--- config.mk ---
export PLATFORM = sky130hd
export DESIGN_NAME = prog_loader
export DESIGN_NICKNAME = d
export VERILOG_FILES = /design/src/rtl/prog_loader.sv
export SDC_FILE = /design/constraint.sdc
export NUM_CORES = 1
export LEC_CHECK = 0
export CORE_ASPECT_RATIO = 1.1
export CORE_MARGIN = 2
export CORE_UTILIZATION = 55
export CTS_CLUSTER_DIAMETER = 50
export CTS_CLUSTER_SIZE = 16
export DETAILED_ROUTE_END_ITERATION = 10
export HOLD_SLACK_MARGIN = 0.05
export PLACE_DENSITY = 0.83
export SYNTH_ARGS = -nofsm -noshare
export SYNTH_HDL_FRONTEND = slang
export SYNTH_SLANG_ARGS = --single-unit
--- constraint.sdc ---
create_clock -name CLK -period 4.6 [get_ports CLK]
set_input_delay 0.69 -clock CLK [delete_from_list [all_inputs] [get_ports CLK]]
set_output_delay 0.69 -clock CLK [all_outputs]
set_load 0.02 [all_outputs]
--- src/rtl/prog_loader.sv ---
// prog_loader: byte-stream program loader for the multi-cycle CPU memory.
// Receives a 16-bit word-count header followed by big-endian 16-bit words,
// writes them to consecutive addresses from 0 while holding the CPU in
// reset, then releases the CPU and waits for its end-of-program flag.
module prog_loader #(
    parameter int unsigned ADDR_W = 10
) (
    input  logic              CLK,
    input  logic              Reset,
    input  logic [7:0]        RxData,
    input  logic              RxValid,
    output logic              RxReady,
    output logic [ADDR_W-1:0] MemAddr,
    output logic [15:0]       MemData,
    output logic              MemWE,
    output logic              CPUReset,
    input  logic              EOP,
    output logic              Done,
    output logic              Error,
    output logic [ADDR_W:0]   WordCount
);

    localparam int unsigned CNT_W = ADDR_W + 1;
    localparam int unsigned DEPTH = 32'd1 << ADDR_W;

    typedef enum logic [2:0] {
        LEN_HI,
        LEN_LO,
        DATA_HI,
        DATA_LO,
        WRITE,
        RUN,
        HALT,
        ERR
    } state_t;

    state_t      state;
    logic [15:0] n_len;
    logic [7:0]  hi;
    logic        xfer;
    logic [15:0] len_full;

    // A byte moves only when both sides agree at the clock edge.
    assign xfer     = RxValid && RxReady;
    // Complete header as it will look once the low byte lands.
    assign len_full = {n_len[15:8], RxData};
    // The word counter doubles as the write address; the extra top bit
    // lets a full-memory load count to 2**ADDR_W without wrapping.
    assign MemAddr  = WordCount[ADDR_W-1:0];

    // Loader FSM with all outputs registered alongside the state.
    always_ff @(posedge CLK or posedge Reset) begin
        if (Reset) begin
            state     <= LEN_HI;
            n_len     <= 16'd0;
            hi        <= 8'd0;
            RxReady   <= 1'b0;
            MemData   <= 16'd0;
            MemWE     <= 1'b0;
            CPUReset  <= 1'b1;
            Done      <= 1'b0;
            Error     <= 1'b0;
            WordCount <= '0;
        end else begin
            MemWE <= 1'b0;
            case (state)
                LEN_HI: begin
                    RxReady <= 1'b1;
                    if (xfer) begin
                        n_len[15:8] <= RxData;
                        state       <= LEN_LO;
                    end
                end
                LEN_LO: begin
                    RxReady <= 1'b1;
                    if (xfer) begin
                        n_len[7:0] <= RxData;
                        if (len_full == 16'd0) begin
                            state    <= RUN;
                            RxReady  <= 1'b0;
                            CPUReset <= 1'b0;
                        end else if (32'(len_full) > DEPTH) begin
                            state   <= ERR;
                            RxReady <= 1'b0;
                            Error   <= 1'b1;
                        end else begin
                            state <= DATA_HI;
                        end
                    end
                end
                DATA_HI: begin
                    RxReady <= 1'b1;
                    if (xfer) begin
                        hi    <= RxData;
                        state <= DATA_LO;
                    end
                end
                DATA_LO: begin
                    RxReady <= 1'b1;
                    if (xfer) begin
                        // Present the word and strobe during the WRITE cycle.
                        MemData <= {hi, RxData};
                        MemWE   <= 1'b1;
                        RxReady <= 1'b0;
                        state   <= WRITE;
                    end
                end
                WRITE: begin
                    WordCount <= WordCount + CNT_W'(1);
                    if (32'(WordCount) + 32'd1 == 32'(n_len)) begin
                        state    <= RUN;
                        RxReady  <= 1'b0;
                        CPUReset <= 1'b0;
                    end else begin
                        state   <= DATA_HI;
                        RxReady <= 1'b1;
                    end
                end
                RUN: begin
                    RxReady  <= 1'b0;
                    CPUReset <= 1'b0;
                    if (EOP) begin
                        state <= HALT;
                        Done  <= 1'b1;
                    end
                end
                HALT: begin
                    RxReady  <= 1'b0;
                    CPUReset <= 1'b0;
                    Done     <= 1'b1;
                end
                ERR: begin
                    RxReady  <= 1'b0;
                    CPUReset <= 1'b1;
                    Error    <= 1'b1;
                end
                default: begin
                    state   <= LEN_HI;
                    RxReady <= 1'b0;
                end
            endcase
        end
    end

endmodule

# Word level (Yosys, flattened, before mapping)
# Index checks and enable logic that the tools add are counted.
# word_totals
out_inout_bits,42
ff_bits,59
input_bits,12
word_cells,76
# op_classes
addsub,2
reduce_logical,18
eq_ne,17
magnitude_cmp,1
n_mux,27
# ops
cell,count
$mux 3,8
$ne 2x2->1 const B,9
$pmux 3 s6,1
$eq 12x16->1,1
$gt 16x11->1 const B,1
$logic_not 16->1,1
$mux 1,14
$add 11x1->12 const B,1
$eq 3x3->1 const B,4
$add 11x1->11 const B,1
$reduce_and 2->1,5
$reduce_and 4->1,2
$eq 3x2->1 const B,2
$reduce_and 6->1,1
$reduce_bool 6->1,1
$pmux 1 s5,1
$pmux 1 s2,2
$pmux 1 s4,1
$reduce_bool 2->1,2
$reduce_bool 4->1,1
$reduce_or 2->1,2
$eq 3x1->1 const B,1
$logic_not 3->1,1
$reduce_or 3->1,1
$logic_and 1x1->1,1

# Logic depth before layout (Yosys ltp)
# Gate-level depths: netlist (run 1).
# logic_depth
depth_word,5
ltp_mapped,7
ltp_nobuf,7

# Worst setup path before layout (run 1)
# Ideal clock, no wire load.
# synth_timing
path_type,register -> register
from,register WordCount[0]
to,register RxReady
path_buffers,0
setup_ns,0.124
stages_incl_launch_ff,8
synth_period_minus_slack_ns,2.322
arrival_ns,2.198
path_slack_ns,2.278
required_ns,4.476
path_cell_list,dfrtp_1 -> ha_1 -> nand3_2 -> nor3_2 -> mux2_2 -> a31oi_1 -> or4_4 -> a211o_1
# synth_between
elab_chain_len,4
# synth_rtl
item,line,text
from (decl),20,output logic [ADDR_W:0] WordCount
from (signal assigned),109,WordCount <= WordCount + CNT_W'(1);
$add 11x1->12,110,if (32'(WordCount) + 32'd1 == 32'(n_len)) begin
$eq 12x16->1,110,
$mux 1,110,
$pmux 1 s5,66,case (state)
to (signal assigned),68,RxReady <= 1'b1;
to (signal assigned),112,RxReady <= 1'b0;
to (signal assigned),116,RxReady <= 1'b1;
to (decl),12,"output logic RxReady,"
# Every way passes these cells.
# A chain may end at the register's enable or synchronous reset.

# Final worst setup path (run 1)
# layout_timing
from,register WordCount[2]
to,register RxReady
# Same word-level chain as after synthesis.

==> qor.log, run 1 <==
qor: placement.dpl_worst_slack 1.90 ns
qor: synthesis.synthDistinctLibCells 48
qor: timing.final.setup.worst_slack 2.08 ns
qor: routing.post-route-drc-count 0
qor: routing.antenna_left 0
qor: synthesis.synth_nets 258
qor: cts.cts_root_buffer sky130_fd_sc_hd__clkbuf_8
qor: worst_hold_path.hold_path_startpoint Error$_DFFE_PP0P_
qor: power_and_ir_drop.combinationalPowerShare 39.1%
qor: power_and_ir_drop.internal_power 0.00152 W
qor: cts.cts_max_path_buffers 2
qor: critical_path.critPathLaunchType register
qor: timing.rsz0062_at_grt false
qor: critical_path.path_max_fanout 12
qor: timing.fin_worst_skew 0.00663 ns
qor: synthesis.synth_enable_flop_cells 0
qor: flow_run.cap_violations 0
qor: die.io-pin-count 54
qor: global_routing.first_global_vias 2037
qor: routing.avgViaCountPerCell 5.69
qor: synthesis.avgSynthCellArea 11.9 um^2
qor: cells_and_area.commonest_non_fill_non_tap_cell_in_the_layout sky130_fd_sc_hd__dfrtp_1
qor: cells_and_area.mostFrequentLayoutCells sky130_fd_sc_hd__dfrtp_1, sky130_fd_sc_hd__clkdlybuf4s50_1, sky130_fd_sc_hd__mux2_2
qor: worst_hold_path.hp-class register to register
qor: critical_path.regToRegEndpoint RxReady$_DFF_PP0_
qor: cells_and_area.num_antenna_cells 0
qor: cells_and_area.share_of_layout_cells_above_drive_strength_1 24.2%
qor: worst_hold_path.hold_path_end Error$_DFFE_PP0P_
qor: worst_hold_path.cell_count_of_the_worst_hold_path 1
qor: placement.io_buffers 53
qor: synthesis.yosysWarnings 0
qor: cells_and_area.finalNetCount 306
qor: die.floorplan.core_area 5070 um^2
qor: synthesis.dominantRegCellSynth sky130_fd_sc_hd__dfrtp_1
qor: die.dieArea 5900 um^2
qor: synthesis.netlist_area_before_placement 2920 um^2
qor: global_routing.grt_max_degree 41
qor: placement.place_congestion 0.774
qor: synthesis.async_flop_share 100%
qor: cts.cts_num_sinks 59
qor: power_and_ir_drop.power_density 647 nW/um^2
qor: timing.hold_viol_final 0
qor: power_and_ir_drop.share_seq_of_total_power 39.5%
qor: critical_path.worst-r2r-cell-count 6
qor: timing.timing_worst_slew_pin_value 0.943 ns
qor: cells_and_area.num-fill-cells 361
qor: cts.cts_hold_buf 0
qor: cts.post_cts_setup_buffer_count 0
qor: cts.cts.clk_slew.worst_paths 0.06 ns
qor: critical_path.cp_data_arrival_time 2.75 ns
qor: routing.wl 5800 um
qor: timing.final.period_utilization 54.9%
qor: timing.report.final.slew_viol_count 0
qor: critical_path.minimum_setup_slack_among_reg_to_reg_paths 2.08 ns
qor: cells_and_area.final_util 70.8%
qor: synthesis.synth-seq-cells 59
qor: cts.number_of_instances_resized_during_post_cts_repair 0
qor: cts.htreeDepth 3
qor: power_and_ir_drop.power.clock.fraction 21.4%
qor: run_status.result_of_the_run complete, no violations
qor: synthesis.synthCells 245
qor: routing.drtPass1Iterations 4
qor: global_routing.grt.total_usage 22.2%
qor: global_routing.grt_residual_overflow 0
qor: global_routing.number_of_antenna_violations_at_the_first_check_in_global_routing 0
qor: placement.detailed_place_hpwl 3970 um
qor: timing.timing.setup.tns 0 ns
qor: power_and_ir_drop.power.switching_fraction 34.7%
qor: die.effective_utilization_at_floorplan 57.6%
qor: routing.route.vias.total 2024
qor: routing.first_iter_violations 139
qor: critical_path.worstSetupPathType register to register
qor: die.fp.dieH 80.4 um
qor: cts.clkLatencyLatePin 0.34 ns
qor: power_and_ir_drop.power.ir.vdd_worst 0.437 mV
qor: routing.detail_route.wl_per_cell 16.3 um
qor: die.die-width 73.4 um
qor: timing.setup_viol 0
qor: timing.final_period_minus_worst_setup_slack 2.52 ns
qor: critical_path.timing.rr.start WordCount[2]$_DFFE_PP0N_
qor: critical_path.required_time_of_the_critical_path 4.82 ns
qor: synthesis.fraction_of_the_yosys_area_taken_by_sequential_cells 50.7%
qor: cts.cts_tree yes
qor: power_and_ir_drop.p_sw 0.000807 W
qor: global_routing.grt_pass1_wl 9800 um
qor: cells_and_area.syn_to_final_growth 23.1%
qor: die.num_rows 27
qor: timing.max_clock_freq 396 MHz
qor: power_and_ir_drop.p_leak 1.53 nW
qor: timing.timing.max_slew.rel_slack 36.6%
qor: critical_path.timing.critical_path.to_type register
qor: cts.cts_buffers 9
## per-stage QoR
stage	hold slack, ns	instances	cell area [um^2]	total power (W)
2_1_floorplan	0.475	245	2920	0.00152
3_3_place_gp	0.442	340	3380	0.00179
3_5_place_dp	0.444	340	3380	0.00183
4_1_cts	0.459	356	3590	0.00234
5_1_grt	0.469	356	3590	0.00246
6_report	0.454	356	3590	0.00232
## state kept, by name, summed over array words and instances (netlist names)
register   count
MemData       16
n_len         16
WordCount     11
hi             8
state          3
CPUReset       1
Done           1
Error          1
MemWE          1
RxReady        1
## cells in the mapped netlist (all sizes together) (2+ instances only)
library cell  instances  area, um^2
xor2                 10        87.6
a31oi                 4        25.0
inv                   6        22.5
nor3                  6        35.0
nand3                 6        35.0
nand2                17        63.8
xnor2                11        96.3
dfrtp                58        1450
o211ai                2        15.0
and3                  2        12.5
or3                   3        18.8
o21ai                10        50.0
clkbuf                4        25.0
mux2                 42         473
a21oi                 2        10.0
buf                  13         105
a21o                  2        15.0
nor2                 16        62.6
nor3b                 3        22.5
nor4                  5        37.5
mux2i                 2        20.0
nand4                 3        33.8
## final cells by class
cell class | count | area (um^2) | area share, %
Timing Repair Buffer | 55 | 546 | 15.2
Multi-Input combinational cell | 162 | 1260 | 35.1
Sequential cell | 59 | 1480 | 41.2
Clock inverter | 4 | 47.5 | 1.32
Clock buffer | 12 | 165 | 4.60
Tap cell | 58 | 72.6 | 2.02
Inverter | 6 | 22.5 | 0.627
## kinds of logic after synthesis
logic type	Yosys count	synth area share, %
simple gates	68	13.0
fa+ha+maj	1	0.429
buf+inv	24	6.35
compound gates	28	6.31
flops	59	50.7
mux	44	16.9
xor+xnor	21	6.31
## worst max path at each step
stage	startpoint	slack, ns	to
2_1_floorplan	WordCount[0]$_DFFE_PP0N_	2.28	RxReady$_DFF_PP0_
3_3_place_gp	RxData[6]	1.94	state[2]$_DFFE_PP0P_
3_5_place_dp	RxData[6]	1.90	state[2]$_DFFE_PP0P_
4_1_cts	WordCount[2]$_DFFE_PP0N_	2.07	RxReady$_DFF_PP0_
5_1_grt	WordCount[2]$_DFFE_PP0N_	1.87	RxReady$_DFF_PP0_
6_report	WordCount[2]$_DFFE_PP0N_	2.08	RxReady$_DFF_PP0_
## layer usage
| layer | track usage, % | wire length [um] | up-vias |
|---|---|---|---|
| met3 | 5.90 | 316 | 7 |
| met1 | 28.9 | 2620 | 1002 |
| met2 | 33.7 | 2780 | 61 |
| li1 | - | - | 954 |
| met5 | 0 | 0 | - |
| met4 | 11.6 | 82 | 0 |
## worst max-delay path: stages, from the launching register on
cell and delay [ns]:
sky130_fd_sc_hd__dfrtp_1 0.48, sky130_fd_sc_hd__nand3_1 0.35, sky130_fd_sc_hd__or3_1 0.48, sky130_fd_sc_hd__nor3_1 0.15, sky130_fd_sc_hd__a311oi_1 0.08, sky130_fd_sc_hd__or4_4 0.60, sky130_fd_sc_hd__a211o_1 0.27
## power groups by stage
stage | Sequential, W | Combinational [W] | Clock [W]
after global routing | 0.000950 | 0.000987 | 0.000528
after detailed placement | 0.000923 | 0.000906 | 0
after CTS | 0.000918 | 0.000917 | 0.000507
final | 0.000918 | 0.000908 | 0.000498
after global placement | 0.000909 | 0.000884 | 0
after floorplan | 0.000976 | 0.000541 | 0
No activity file was read; power rests on OpenSTA's default activity.
==> run 2: changes to the inputs <==
Settings changed: CORE_UTILIZATION 55 to 47, PLACE_DENSITY 0.83 to 0.76.
Clock period 4.6 ns to 2.15 ns, I/O delays scaled along.
==> run 2 against run 1 <==
Against the previous run:
- utilization down 5.5 points
- routed wire length up 6.8%
- register-to-register slack worse by 2.1 ns
- the run now ends with setup timing left
==> qor.log, run 2 (synthesis gave the netlist of run 1 again) <==
qor: critical_path.worstSetupPathType register to register
qor: timing.report.final.slew_viol_count 0
qor: power_and_ir_drop.power.ir.vdd_worst 0.808 mV
qor: global_routing.grt_pass1_wl 10300 um
qor: timing.timing_worst_slew_pin_value 0.491 ns
qor: timing.final.setup.worst_slack -0.0215 ns
qor: die.dieArea 6850 um^2
qor: global_routing.number_of_antenna_violations_at_the_first_check_in_global_routing 0
qor: cts.cts_tree yes
qor: cts.cts_max_path_buffers 2
qor: routing.wl 6190 um
qor: run_status.violations_in_the_final_reports setup timing
qor: cells_and_area.syn_to_final_growth 36.3%
qor: cts.cts_hold_buf 0
qor: global_routing.grt_max_degree 27
qor: die.num_rows 30
qor: routing.post-route-drc-count 0
qor: critical_path.required_time_of_the_critical_path 2.36 ns
qor: cts.cts.clk_slew.worst_paths 0.07 ns
qor: routing.route.vias.total 2127
qor: critical_path.path_max_fanout 5
qor: cells_and_area.mostFrequentLayoutCells sky130_fd_sc_hd__clkdlybuf4s50_1, sky130_fd_sc_hd__dfrtp_1, sky130_fd_sc_hd__mux2_2
qor: timing.timing.max_slew.rel_slack 67.2%
qor: cts.cts_root_buffer sky130_fd_sc_hd__clkbuf_8
qor: cts.cts_buffers 9
qor: die.floorplan.core_area 6080 um^2
qor: die.io-pin-count 54
qor: placement.detailed_place_hpwl 4460 um
qor: timing.hold_viol_final 0
qor: timing.fin_worst_skew 0.0101 ns
qor: critical_path.critPathLaunchType register
qor: cells_and_area.commonest_non_fill_non_tap_cell_in_the_layout sky130_fd_sc_hd__clkdlybuf4s50_1
qor: timing.final.period_utilization 101%
qor: global_routing.grt_residual_overflow 0
qor: die.effective_utilization_at_floorplan 48.0%
qor: critical_path.timing.critical_path.to_type register
qor: cts.htreeDepth 3
qor: worst_hold_path.hp-class primary input to asynchronous set/reset pin
qor: routing.avgViaCountPerCell 5.16
qor: routing.antenna_left 0
qor: global_routing.grt.total_usage 19.6%
qor: timing.rsz0062_at_grt true
qor: cells_and_area.largest_registers MemData (16), n_len (16), WordCount (11)
qor: power_and_ir_drop.p_leak 1.72 nW
qor: timing.setup_viol 1
qor: timing.final_period_minus_worst_setup_slack 2.17 ns
qor: placement.dpl_worst_slack -0.0971 ns
qor: timing.max_clock_freq 461 MHz
qor: cells_and_area.final_util 65.3%
qor: flow_run.cap_violations 0
qor: cts.cts_num_sinks 59
qor: cells_and_area.num_antenna_cells 0
qor: placement.place_congestion 0.879
qor: power_and_ir_drop.power_density 1320 nW/um^2
qor: routing.first_iter_violations 89
qor: cells_and_area.num-fill-cells 490
qor: routing.drtPass1Iterations 4
qor: cells_and_area.finalNetCount 341
qor: critical_path.cp_data_arrival_time 2.38 ns
qor: cts.clkLatencyLatePin 0.34 ns
qor: timing.fin_hold_ws 0.325 ns
qor: die.die-width 79.1 um
qor: global_routing.first_global_vias 2129
qor: cells_and_area.share_of_layout_cells_above_drive_strength_1 35.5%
qor: routing.detail_route.wl_per_cell 15.0 um
qor: die.fp.dieH 86.6 um
qor: placement.io_buffers 53
qor: run_status.result_of_the_run finished, violations left
[run 2: worst paths after layout]
check	startpoint	slack (ns)	endpoint	cells after the start
worst max-delay path	WordCount[1]$_DFFE_PP0N_	-0.02	RxReady$_DFF_PP0_	7
worst min-delay path	Reset	0.32	MemData[14]$_DFFE_PP0P_	2
min in group CLK	Done$_DFFE_PP0P_	0.45	Done$_DFFE_PP0P_	1
worst max register to register	WordCount[1]$_DFFE_PP0N_	-0.02	RxReady$_DFF_PP0_	7
worst min register to register	Done$_DFFE_PP0P_	0.45	Done$_DFFE_PP0P_	1
max in group asynchronous	Reset	1.26	MemData[1]$_DFFE_PP0P_	3
[run 2: timing repair]
action | CTS | global route
gates resized for setup | 2 | 3
buffers inserted | 2 | 1
endpoints found under the setup margin | 1 | 4
pin swaps | 2 | 6
[run 2: stage by stage]
stage	setup TNS [ns]	instance area (um^2)	total power [W]	cells
after detailed placement	-0.244	3710	0.00411	394
final	-0.0215	3970	0.00524	412
after floorplan	-0.0105	2950	0.00328	245
after global routing	-0.250	3970	0.00556	412
after global placement	-0.117	3710	0.00406	394
after CTS	-0.00853	3950	0.00525	411
[run 2: metal layers]
layer / part of all wire [%] / GRT usage [%]
met5: 0 / 0
met4: 2.4 / 9.56
met3: 4.3 / 4.38
met2: 47 / 30.9
met1: 47 / 25.7
[run 2: final cells by class]
class	count	area (um^2)	area share, %
timing repair buffer	90	846	21.3
tap	80	100	2.52
inverter	6	22.5	0.567
clock buffer	10	128	3.21
sequential	59	1490	37.4
multi-input combinational	162	1310	33.0
clock inverter	5	78.8	1.98
[run 2: worst max-delay path: stages (launching register included)]
cell and delay [ns]:
sky130_fd_sc_hd__dfrtp_2 0.43, sky130_fd_sc_hd__ha_4 0.19, sky130_fd_sc_hd__xor2_2 0.14, sky130_fd_sc_hd__xnor2_1 0.15
sky130_fd_sc_hd__and4_1 0.20, sky130_fd_sc_hd__nand4_1 0.07, sky130_fd_sc_hd__or4_4 0.59, sky130_fd_sc_hd__a211o_1 0.27
[run 2: where the power goes]
group          leakage (nW)  total (W)  switching [W]  internal (W)
registers             0.714    0.00194       0.000359       0.00158
logic                 0.901    0.00224       0.000992       0.00124
clock network         0.106    0.00106       0.000420      0.000644
total                  1.72    0.00524        0.00177       0.00346
